==> config.mk <==
export PLATFORM = sky130hd
export DESIGN_NAME = obus_mem_responder
export DESIGN_NICKNAME = d
export VERILOG_FILES = /design/src/rtl/obus_mem_responder.sv
export SDC_FILE = /design/constraint.sdc
export NUM_CORES = 2
export LEC_CHECK = 0
export BUFFER_PORTS_ARGS = -buffer_cell sky130_fd_sc_hd__buf_4
export CAP_MARGIN = 20
export CORE_AREA = 4 4 449 451
export CTS_BUF_LIST = sky130_fd_sc_hd__clkbuf_16
export DETAILED_ROUTE_END_ITERATION = 8
export DIE_AREA = 0 0 453 455
export GPL_TIMING_DRIVEN = 0
export SETUP_SLACK_MARGIN = 0.3
export SYNTH_ARGS = -nofsm -noshare
export SYNTH_HDL_FRONTEND = slang
export SYNTH_SLANG_ARGS = --single-unit
==> constraint.sdc <==
create_clock -name clk -period 3.46 [get_ports clk]
set_input_delay 0.346 -clock clk [delete_from_list [all_inputs] [get_ports clk]]
set_output_delay 0.346 -clock clk [all_outputs]
set_load 0.005 [all_outputs]
==> src/rtl/obus_mem_responder.sv <==
// Memory responder on the OBUS: queues read requests addressed to BUS_ID,
// fetches each line from the backing store and returns it on the response bus.
module obus_mem_responder #(
   parameter logic [5:0]  BUS_ID = 6'd0,
   parameter int unsigned SIG_W  = 8,
   parameter int unsigned RSP_W  = 8,
   parameter int unsigned DEPTH  = 4
) (
   input  logic               clk,
   input  logic               rst,
   input  logic [SIG_W-1:0]   reqIn_signals,
   input  logic [9:0]         reqIn_src_req,
   input  logic [9:0]         reqIn_dst_req,
   input  logic [36:0]        reqIn_address,
   input  logic               reqIn_en,
   output logic               reqIn_doStall,
   output logic               mem_req,
   output logic [36:0]        mem_addr,
   input  logic               mem_ack,
   input  logic [511:0]       mem_rdata,
   output logic [RSP_W-1:0]   rspOut_signals,
   output logic [9:0]         rspOut_src_req,
   output logic [9:0]         rspOut_dst_req,
   output logic [7:0]         rspOut_dataPTR,
   output logic [511:0]       rspOut_data,
   output logic               rspOut_en,
   input  logic               rspOut_stall
);

   localparam int unsigned PTR_W  = (DEPTH > 1) ? $clog2(DEPTH) : 1;
   localparam int unsigned CNT_W  = $clog2(DEPTH + 1);
   localparam int unsigned ID_W   = 10;
   localparam int unsigned ADDR_W = 37;
   localparam int unsigned DATA_W = 512;
   localparam int unsigned SEQ_W  = 8;

   typedef enum logic [1:0] {
      ST_IDLE   = 2'd0,
      ST_MEMREQ = 2'd1,
      ST_SEND   = 2'd2
   } state_t;

   state_t              r_state;
   state_t              w_state_nxt;

   logic [ID_W-1:0]     r_src_mem  [DEPTH];
   logic [ID_W-1:0]     r_dst_mem  [DEPTH];
   logic [ADDR_W-1:0]   r_addr_mem [DEPTH];
   logic [PTR_W-1:0]    r_wr_ptr;
   logic [PTR_W-1:0]    r_rd_ptr;
   logic [CNT_W-1:0]    r_count;
   logic [DATA_W-1:0]   r_data;
   logic [SEQ_W-1:0]    r_seq;

   logic                w_full;
   logic                w_empty;
   logic                w_push;
   logic                w_pop;
   logic                w_capture;
   logic [ID_W-1:0]     w_head_src;
   logic [ID_W-1:0]     w_head_dst;
   logic [ADDR_W-1:0]   w_head_addr;
   logic                w_unused;

   // Only bit 0 of the request signals carries meaning for this responder.
   assign w_unused = ^reqIn_signals;

   function automatic logic [PTR_W-1:0] ptr_inc(input logic [PTR_W-1:0] p);
      return (p == PTR_W'(DEPTH - 1)) ? '0 : p + PTR_W'(1);
   endfunction

   assign w_full      = (r_count == CNT_W'(DEPTH));
   assign w_empty     = (r_count == '0);
   assign w_push      = reqIn_en && (reqIn_dst_req[9:4] == BUS_ID) &&
                        reqIn_signals[0] && !w_full;
   assign w_head_src  = r_src_mem[r_rd_ptr];
   assign w_head_dst  = r_dst_mem[r_rd_ptr];
   assign w_head_addr = r_addr_mem[r_rd_ptr];

   assign reqIn_doStall = w_full && rst;

   // Request FIFO pointers and occupancy; a push while full never happens,
   // even when a pop frees a slot in the same cycle.
   always_ff @(posedge clk) begin
      if (!rst) begin
         r_wr_ptr <= '0;
         r_rd_ptr <= '0;
         r_count  <= '0;
      end else begin
         if (w_push) r_wr_ptr <= ptr_inc(r_wr_ptr);
         if (w_pop)  r_rd_ptr <= ptr_inc(r_rd_ptr);
         case ({w_push, w_pop})
            2'b10:   r_count <= r_count + CNT_W'(1);
            2'b01:   r_count <= r_count - CNT_W'(1);
            default: r_count <= r_count;
         endcase
      end
   end

   // FIFO storage; contents are qualified by the pointers, so no reset needed.
   always_ff @(posedge clk) begin
      if (w_push) begin
         r_src_mem[r_wr_ptr]  <= reqIn_src_req;
         r_dst_mem[r_wr_ptr]  <= reqIn_dst_req;
         r_addr_mem[r_wr_ptr] <= reqIn_address;
      end
   end

   always_ff @(posedge clk) begin
      if (!rst) begin
         r_state <= ST_IDLE;
         r_data  <= '0;
         r_seq   <= '0;
      end else begin
         r_state <= w_state_nxt;
         if (w_capture) r_data <= mem_rdata;
         if (w_pop)     r_seq  <= r_seq + SEQ_W'(1);
      end
   end

   // Next-state and bus outputs; everything is forced low while in reset.
   always_comb begin
      w_state_nxt    = r_state;
      w_pop          = 1'b0;
      w_capture      = 1'b0;
      mem_req        = 1'b0;
      mem_addr       = '0;
      rspOut_signals = '0;
      rspOut_src_req = '0;
      rspOut_dst_req = '0;
      rspOut_dataPTR = '0;
      rspOut_data    = '0;
      rspOut_en      = 1'b0;

      case (r_state)
         ST_IDLE: begin
            if (!w_empty) w_state_nxt = ST_MEMREQ;
         end
         ST_MEMREQ: begin
            mem_req  = 1'b1;
            mem_addr = w_head_addr;
            if (mem_ack) begin
               w_capture   = 1'b1;
               w_state_nxt = ST_SEND;
            end
         end
         ST_SEND: begin
            rspOut_en      = 1'b1;
            rspOut_signals = RSP_W'(1);
            rspOut_src_req = w_head_dst;
            rspOut_dst_req = w_head_src;
            rspOut_dataPTR = r_seq;
            rspOut_data    = r_data;
            if (!rspOut_stall) begin
               w_pop       = 1'b1;
               w_state_nxt = ST_IDLE;
            end
         end
         default: w_state_nxt = ST_IDLE;
      endcase

      if (!rst) begin
         w_pop          = 1'b0;
         w_capture      = 1'b0;
         mem_req        = 1'b0;
         mem_addr       = '0;
         rspOut_signals = '0;
         rspOut_src_req = '0;
         rspOut_dst_req = '0;
         rspOut_dataPTR = '0;
         rspOut_data    = '0;
         rspOut_en      = 1'b0;
      end
   end

endmodule
==> impl_metrics.py <==
metrics = {
    "worst_setup_path": {
        "r2r_end": "r_count[2]$_SDFFE_PN0P_",
        "start_kind": "flop",
        "worst-setup-path-type": "flop to output port",
        "crit_path_max_fanout": 10,
        "cp.arrival_ns": 2.73,
        "r2r_setup_slack_ns": 0.48,
        "cp.required_ns": 3.11,
        "worst_r2r_path_depth": 10,
        "end_kind": "output port",
        "r2r-start": "r_state[1]$_SDFFE_PN0P_",
    },
    "pwr": {
        "p_comb_share_pct": 7.2,
        "swShare_pct": 24.1,
        "p_seq_share_pct": 45.1,
        "ir_drop_mv": 0.430,
        "p_int_mw": 15.4,
        "power.total_mw": 20.3,
        "p_leak_nw": 19.4,
        "powerDensity_nw_per_um2": 402,
        "clock_power_share_pct": 47.7,
        "switchingPower_mw": 4.90,
    },
    "final_layout": {
        "final_cells": 7863,
        "multi_input_area_um2": 10700,
        "n_fill_cell": 21452,
        "drive_above_1_share_pct": 29.5,
        "layout.nets": 5700,
        "regArea_um2": 17500,
        "syn2layout_area_growth_pct": 71.4,
        "fin_util_pct": 25.7,
    },
    "min_path": {
        "holdCritPathClass": "primary input to flop",
        "whs_endpoint": "r_data[28]$_SDFFE_PN0P_",
        "hold_path_startpoint": "mem_rdata[28]",
        "min_delay_path_depth": 3,
    },
    "timing": {
        "worstMarginPinSlew_ns": 0.914,
        "slew_viol_final": 0,
        "slew_headroom_pct": 39.1,
        "setup-violations-final": 0,
        "rsz0062_at_grt": "yes",
        "finalHoldViolations": 0,
        "skew_ns": 0.0576,
        "whs_ns": 0.0812,
        "fin_ws_ns": 0.387,
        "period_share_pct": 88.8,
        "period_minus_slack_ns": 3.07,
        "clock.fmax_mhz": 325,
    },
    "logic_synthesis": {
        "postSynthAreaPerCell_um2": 9.00,
        "ys_warn_count": 0,
        "seq_area_frac_synth_pct": 59.2,
        "synth_cell_types": 37,
        "synth.most_common_cell": "nand2_1",
        "async_flop_share_pct": 0,
        "syn_inst": 3279,
        "synth_edf_count": 228,
        "synth_ff_type": "dfxtp_1",
        "ys_ff_latch": 759,
        "yosys.area.top_type_share_pct": 36.0,
        "synthTopCellsByArea": "dfxtp_1 (36%), edfxtp_1 (23%), nand2_1 (13%)",
        "ys_top_cells_by_count": "nand2_1 (1036), dfxtp_1 (531), nor2_1 (518)",
        "yosysTopAreaCell": "dfxtp_1",
        "synth_area_um2": 29500,
    },
    "grt": {
        "grt.overflow.total": 0,
        "met1_usage_pct": 21.5,
        "use_met2_pct": 29.5,
        "antenna_found_initial": 71,
        "grt_use_total_pct": 17.8,
        "gr-usage-met3_pct": 4.76,
        "busiest_layer": "met2",
        "grt_pass1_vias": 31886,
        "grt_start_max_net_pins": 51,
        "grt_pass1_wl_mm": 256,
    },
    "placed_design": {
        "dp.cells": 7085,
        "dp_worst_setup_slack_ns": -0.0901,
        "place_congestion": 0.982,
        "dp_hpwl_mm": 160,
        "portBuffers": 1155,
    },
    "floorplan": {
        "ioPinCount": 1170,
        "initial_core_util_pct": 15.0,
        "die_height_um": 455,
        "die_area_um2": 206000,
        "die_w_um": 453,
        "core_um2": 197000,
        "rows": 163,
    },
    "clock_tree": {
        "cts_tree": "built",
        "clkLatencyLatePin_ns": 0.74,
        "cts_buffers": 93,
        "cts-root-buf": "clkbuf_16",
        "path_clk_slew_ns": 0.06,
        "htree_levels": 3,
        "cts_setup_buffers": 0,
        "cts_buffer_depth": 3,
        "cts_sinks": 759,
    },
    "routing": {
        "wire_per_inst_um": 24.6,
        "drt_iter0_drc": 2861,
        "drc": 0,
        "vias_per_cell": 4.05,
        "routed-via-count": 31852,
        "ant_nets": 0,
        "wirelength_mm": 194,
        "first_pass_iters": 6,
    },
    "status": {
        "status": "finished, final reports clean",
    },
    "flow_run": {
        "cap_viol_max_count": 0,
    },
}
-- critical path: stages (launching register included) --
cell and delay [ns]:
dfxtp_1 0.35, nand2b_1 0.18, buf_8 0.20, clkbuf_4 0.28, buf_2 0.26, nor2_1 0.45
buf_4 0.23
-- layout by cell type, fill, tap and decap left out, drive strengths merged, types with 2 or more instances in the layout --
master	n
a21oi	6
and2	4
and3	29
buf	1309
bufinv	6
clkbuf	206
clkinv	36
clkinvlp	5
conb	7
dfxtp	531
diode	39
dlygate4sd3	570
edfxtp	228
ha	7
inv	39
mux2i	4
mux4	57
nand2	1036
nand3	7
nand4bb	2
nor2	518
nor2b	38
nor3	2
o21ai	517
o31ai	2
or3	5
or4	2
xor2	2
-- per-layer routing --
layer	vias up	routed length (um)
li1	14482	-
met1	15471	77500
met2	1508	92300
met3	369	14900
met4	22	8560
met5	-	254
-- worst max-delay path by stage --
stage / startpoint / end / slack [ns] / cells after the start
final: r_state[0]$_SDFFE_PN0P_ / rspOut_data[80] / 0.39 / 6
after global routing: r_state[1]$_SDFFE_PN0P_ / rspOut_data[76] / 0.23 / 6
after CTS: r_state[0]$_SDFFE_PN0P_ / rspOut_data[81] / 0.29 / 6
after detailed placement: rst / rspOut_data[510] / -0.09 / 7
after global placement: reqIn_dst_req[8] / r_addr_mem[1][21]$_DFFE_PP_ / -1.13 / 4
after floorplan: reqIn_dst_req[4] / r_addr_mem[3][0]$_DFFE_PP_ / 0.47 / 3
-- flip-flops by register name, indices dropped and copies added, names as in the netlist, named ones only --
signal and count:
r_data 512, r_addr_mem 148, r_dst_mem 40, r_src_mem 40, r_seq 8, r_count 3, r_rd_ptr 2, r_state 2
r_wr_ptr 2
-- power groups by stage --
stage / Combinational, mW / Clock [mW] / Sequential, mW
3_5_place_dp: 0.842 / 0 / 9.36
5_1_grt: 1.55 / 10.3 / 9.17
6_report: 1.47 / 9.69 / 9.17
4_1_cts: 1.48 / 9.97 / 9.17
3_3_place_gp: 0.837 / 0 / 9.36
2_1_floorplan: 0.126 / 0 / 9.36
-- layout make-up --
type / instances / share of cell area (%)
Buffer: 262 / 2.96
Multi-Input combinational cell: 2254 / 21.1
Sequential cell: 759 / 34.5
Clock buffer: 93 / 4.60
Inverter: 10 / 0.0742
Tap cell: 2640 / 6.53
Clock inverter: 76 / 1.34
Antenna cell: 39 / 0.193
Timing Repair Buffer: 1730 / 28.7
-- stage by stage --
step / TNS, ns / area [um2]
finish: 0 / 50600
global route: 0 / 50600
CTS: 0 / 50500
detailed placement: -0.220 / 41700
global placement: -253.79 / 41500
floorplan: 0 / 29500
-- timing repair --
action                                  CTS  global route
hold endpoints to repair                742             0
pin swaps                                 0             0
hold buffers                            570             0
endpoints found under the setup margin  527            19
resized for setup                        46             8
-- cells by family after synthesis --
logic type / after synthesis / synth area share [%]
AO/OA/AOI/OAI: 527 / 9.01
XOR/XNOR: 2 / 0.0593
adder cells (fa/ha/maj): 8 / 0.364
buffers and inverters: 272 / 5.06
flip-flops: 759 / 59.2
multiplexers: 61 / 4.48
other: 1 / 0.0127
AND/OR/NAND/NOR: 1649 / 21.8
(Power assumes the default switching activity.)
